$ cat config.mk
export PLATFORM = sky130hd
export DESIGN_NAME = pwm_generator
export DESIGN_NICKNAME = d
export VERILOG_FILES = /design/src/rtl/pwm_generator.sv
export SDC_FILE = /design/constraint.sdc
export NUM_CORES = 1
export LEC_CHECK = 0
export ABC_AREA = 1
export CAP_MARGIN = 20
export CORE_MARGIN = 2
export CORE_UTILIZATION = 50
export CTS_CLUSTER_SIZE = 28
export DETAILED_ROUTE_END_ITERATION = 10
export DONT_BUFFER_PORTS = 1
export PLACE_DENSITY = 0.72
export SYNTH_ARGS = -nofsm -noshare
export SYNTH_HDL_FRONTEND = slang
export SYNTH_SLANG_ARGS = --single-unit
$ cat constraint.sdc
create_clock -name clk -period 1.6 [get_ports clk]
set_clock_uncertainty 0.1 [all_clocks]
set_input_delay 0.4 -clock clk [delete_from_list [all_inputs] [get_ports clk]]
set_output_delay 0.4 -clock clk [all_outputs]
set_load 0.02 [all_outputs]
$ cat src/rtl/pwm_generator.sv
// Button-stepped PWM source: each button runs through sync -> debounce -> edge detect.
// Optional PWM_SHADOW_UPDATE_EN makes duty changes take effect only at period start.
module pwm_btn #(
  parameter int DEB_CYCLES = 4
) (
  input  logic clk,
  input  logic rst_n,
  input  logic btn,
  output logic pulse
);
  localparam int CW = (DEB_CYCLES > 1) ? $clog2(DEB_CYCLES) : 1;
  localparam logic [CW-1:0] LAST = CW'(DEB_CYCLES - 1);

  logic          s1, s2, stable, stable_q, armed;
  logic [CW-1:0] cnt;

  // armed stays low after reset until a debounced release is seen, so a button
  // held through reset never produces a press.
  always_ff @(posedge clk or negedge rst_n) begin
    if (!rst_n) begin
      s1       <= 1'b0;
      s2       <= 1'b0;
      stable   <= 1'b0;
      stable_q <= 1'b0;
      armed    <= 1'b0;
      cnt      <= '0;
    end else begin
      s1       <= btn;
      s2       <= s1;
      stable_q <= stable;
      if (s2 != stable) begin
        if (cnt == LAST) begin
          stable <= s2;
          cnt    <= '0;
        end else begin
          cnt <= cnt + 1'b1;
        end
      end else if (!armed && !s2) begin
        if (cnt == LAST) begin
          armed <= 1'b1;
          cnt   <= '0;
        end else begin
          cnt <= cnt + 1'b1;
        end
      end else begin
        cnt <= '0;
      end
    end
  end

  assign pulse = stable & ~stable_q & armed;
endmodule

module pwm_generator #(
  parameter int PERIOD     = 10,
  parameter int DUTY_INIT  = 5,
  parameter int DUTY_STEP  = 1,
  parameter int DEB_CYCLES = 4
) (
  input  logic clk,
  input  logic rst_n,
  input  logic increase_duty,
  input  logic decrease_duty,
  output logic PWM_OUT
);
  localparam int CW = $clog2(PERIOD);
  localparam int DW = $clog2(PERIOD + 1);
  localparam logic [DW:0]   STEP_W = (DW+1)'(DUTY_STEP);
  localparam logic [DW:0]   PER_W  = (DW+1)'(PERIOD);
  localparam logic [CW-1:0] CNT_LAST = CW'(PERIOD - 1);

  logic [1:0]    btn, pulse;
  logic [CW-1:0] cnt;
  logic [DW-1:0] duty, duty_nxt, duty_active;
  logic [DW:0]   up;

  assign btn = {decrease_duty, increase_duty};

  for (genvar g = 0; g < 2; g++) begin : g_btn
    pwm_btn #(.DEB_CYCLES(DEB_CYCLES)) u_btn (
      .clk   (clk),
      .rst_n (rst_n),
      .btn   (btn[g]),
      .pulse (pulse[g])
    );
  end

  assign up = {1'b0, duty} + STEP_W;

  // Simultaneous inc and dec cancel out.
  always_comb begin
    duty_nxt = duty;
    if (pulse == 2'b01)
      duty_nxt = (up > PER_W) ? DW'(PERIOD) : up[DW-1:0];
    else if (pulse == 2'b10)
      duty_nxt = ({1'b0, duty} < STEP_W) ? '0 : duty - DW'(DUTY_STEP);
  end

  always_ff @(posedge clk or negedge rst_n) begin
    if (!rst_n) begin
      cnt     <= '0;
      duty    <= DW'(DUTY_INIT);
      PWM_OUT <= 1'b0;
    end else begin
      cnt     <= (cnt == CNT_LAST) ? '0 : cnt + 1'b1;
      duty    <= duty_nxt;
      PWM_OUT <= (DW'(cnt) < duty_active);
    end
  end

`ifdef PWM_SHADOW_UPDATE_EN
  always_ff @(posedge clk or negedge rst_n) begin
    if (!rst_n)
      duty_active <= DW'(DUTY_INIT);
    else if (cnt == CNT_LAST)
      duty_active <= duty;
  end
`else
  assign duty_active = duty;
`endif
endmodule

==> flow_metrics.tcl <==
set metrics [dict create \
    io_pins 5 \
    grt_usage_pct 16.63 \
    syn_to_final_growth_pct 14.12 \
    initial_core_util_pct 52.49 \
    peakVddDrop_uv 1131 \
    netlist_area_um2 1161 \
    pre_cts_ws_ns 0.07809 \
    wl_per_cell_um 11.50 \
    cts.sinks 23 \
    synth-seq-cells 23 \
    htree_levels 1 \
    fin_cells 171 \
    numCtsBuffers 3 \
    clk_pin_slew_ns 0.12 \
    portBuffers 0 \
    layout_commonest_cell "nand2_1" \
    mostFrequentLayoutCells "nand2_1, dfrtp_1, inv_1" \
    path_delay_family "flip-flops" \
    cp_num_buf_inv 1 \
    dieArea_um2 2724 \
    syn-num-nets 146 \
    stdcell_area_um2 1325 \
    max_stage_delay_ns 0.57 \
    antenna_left 0 \
    finalSetupViolCount 0 \
    cp.required_ns 1.75 \
    coreArea_um2 2212 \
    status "complete, no violations" \
    syn_area_per_cell_um2 8.730 \
    vias 865 \
    drive_above_1_share_pct 20.28 \
    die_w_um 52.19 \
    dp_hpwl_mm 1.389 \
    crit_slowest_cell "dfstp_2" \
    drc_errors 0 \
    clk_path_buf_depth 2 \
    slew_viol_final 0 \
    max_slew_margin_pct 77.55 \
    drt-initial-drc-count 15 \
    r2r_end "duty[0]" \
    grt_pass1_wl_mm 3.463 \
    die_height_um 52.19 \
    crit_end "duty[0]" \
    r2r_cells 7 \
    first_pass_iters 4 \
    criticalPathCategory "reg2reg" \
    crit_path_frequent_cell "nand2_1" \
    ys_types 22 \
    grt_start_max_net_pins 24 \
    timing.final.crit_share_pct 93.56 \
    nets 157 \
    hold_class "reg2reg" \
    worstSetupEndpointType "flop" \
    antenna_found_initial 0 \
    rows 17 \
    path_depth 7 \
    cts_tree "built" \
    antenna_cells 0 \
    ctsRootBufferMaster "clkbuf_4" \
    crit_arrival_ns 1.65 \
    totalWireLength_mm 1.967 \
    hold_viol_final 0 \
    max-cap-violations 0 \
    grt_overflow 0 \
    cp_cell_sequence "buf_4, ha_4, xnor2_1, nand2_1, nand3_2, nand2_1, nand2_1" \
    seq_area_frac_synth_pct 49.78 \
    dpl_cell_area_um2 1192 \
    start_kind "flop" \
    powerDensity_nw_per_um2 1828 \
    rsz0062_at_grt "true" \
    synthCells 133 \
    setup_tns_ns 0 \
    fin_ws_ns 0.1031 \
    hold_ws_ns 0.2726 \
    clock_latency_ns 0.30 \
    dpl.cell_count 161 \
    vias_per_cell 5.058 \
    grt_pass1_vias 845 \
    crit_fanout 6 \
    place.gp.congestion 0.8952 \
    p_leak_nw 0.6752 \
    fmax_ghz 0.6681 \
    r2r-start "duty[0]" \
    ys_warn_count 0 \
    tightest_slew_ns 0.3357 \
    r2r_setup_slack_ns 0.10 \
    crit_start "duty[0]" \
    min_period_ns 1.497 \
]
[flip-flops by register name, summed over array words and instances (netlist names)]
| name | cells |
|---|---|
| g_btn.u_btn.cnt | 4 |
| g_btn.u_btn.stable | 2 |
| cnt | 4 |
| PWM_OUT | 1 |
| duty | 4 |
| g_btn.u_btn.stable_q | 2 |
| g_btn.u_btn.s1 | 2 |
| g_btn.u_btn.s2 | 2 |
| g_btn.u_btn.armed | 2 |
[routing by layer]
metal	GRT usage (%)	share of wire, %	up-vias
met4	3.846	0.61	0
met5	0	0	-
li1	-	-	440
met2	30.38	52	9
met3	1.714	2.1	2
met1	21.13	45	414
[layout make-up]
cell class	instances	area (um^2)
clock buffer	3	22.52
timing repair buffer	7	63.81
inverter	21	81.33
tap	28	35.03
sequential	23	579.3
fill	204	887.1
multi-input combinational	88	538.0
clock inverter	1	5.005
[Yosys cell counts]
master / instances / area [um^2]
nand2_1: 32 / 120.1
dfrtp_1: 21 / 525.5
inv_1: 18 / 67.56
nor2_1: 14 / 52.55
a21oi_1: 9 / 45.04
ha_1: 9 / 112.6
nand3_2: 4 / 40.04
inv_2: 3 / 11.26
nand3_1: 3 / 15.01
nor3_1: 3 / 15.01
o21ai_0: 3 / 15.01
a21o_1: 2 / 15.01
a31oi_1: 2 / 12.51
dfstp_2: 2 / 52.55
a21oi_2: 1 / 8.760
buf_6: 1 / 11.26
nand2_2: 1 / 6.260
nand4_1: 1 / 6.260
nor2_2: 1 / 6.260
o21ai_1: 1 / 5.000
o22a_1: 1 / 8.760
xnor2_1: 1 / 8.760
[worst min-delay path by stage]
stage                            from                     to  slack (ns)  depth (start not counted)
floorplan                       rst_n                PWM_OUT       0.004                          0
global placement                rst_n                 cnt[0]       0.005                          0
detailed placement              rst_n  g_btn[0].u_btn.cnt[1]       0.005                          0
CTS                     decrease_duty      g_btn[1].u_btn.s1       0.003                          0
global route        g_btn[0].u_btn.s1      g_btn[0].u_btn.s2        0.28                          0
finish              g_btn[1].u_btn.s1      g_btn[1].u_btn.s2        0.27                          0
[per-stage QoR]
step / util (%) / total power [mW]
after floorplan: - / 1.750
after global placement: 53.90 / 1.885
after detailed placement: 53.90 / 1.948
after CTS: 55.60 / 2.222
after global routing: 59.90 / 2.670
final: 59.90 / 2.422
[timing repair]
| action | CTS | global route |
|---|---|---|
| resized for setup | 0 | 12 |
| endpoints found under the setup margin | 0 | 4 |
| hold buffers | 1 | 2 |
| buffers inserted | 0 | 2 |
| hold endpoints to repair | 23 | 2 |
[cells by family after synthesis]
group	synth area share, %
AOI/OAI and AO/OA	9.481
xor gates and xnor gates	0.7544
adders and majority gates	9.698
buffers and inverters	7.758
DFF	49.78
and+or+nand+nor	22.52
[worst reg2reg max path, cell delays in order, from the launching register on]
cell,delay [ns]
dfstp_2,0.57
buf_4,0.16
ha_4,0.16
xnor2_1,0.16
nand2_1,0.10
nand3_2,0.09
nand2_1,0.05
nand2_1,0.06
[report_power, final]
part	switching (mW)	internal (mW)	leakage (nW)
Clock	0.167	0.0931	0.0177
Sequential	0.173	0.785	0.267
Combinational	0.680	0.523	0.390
Total	1.02	1.40	0.675
Power figures use the tool's default switching activity.
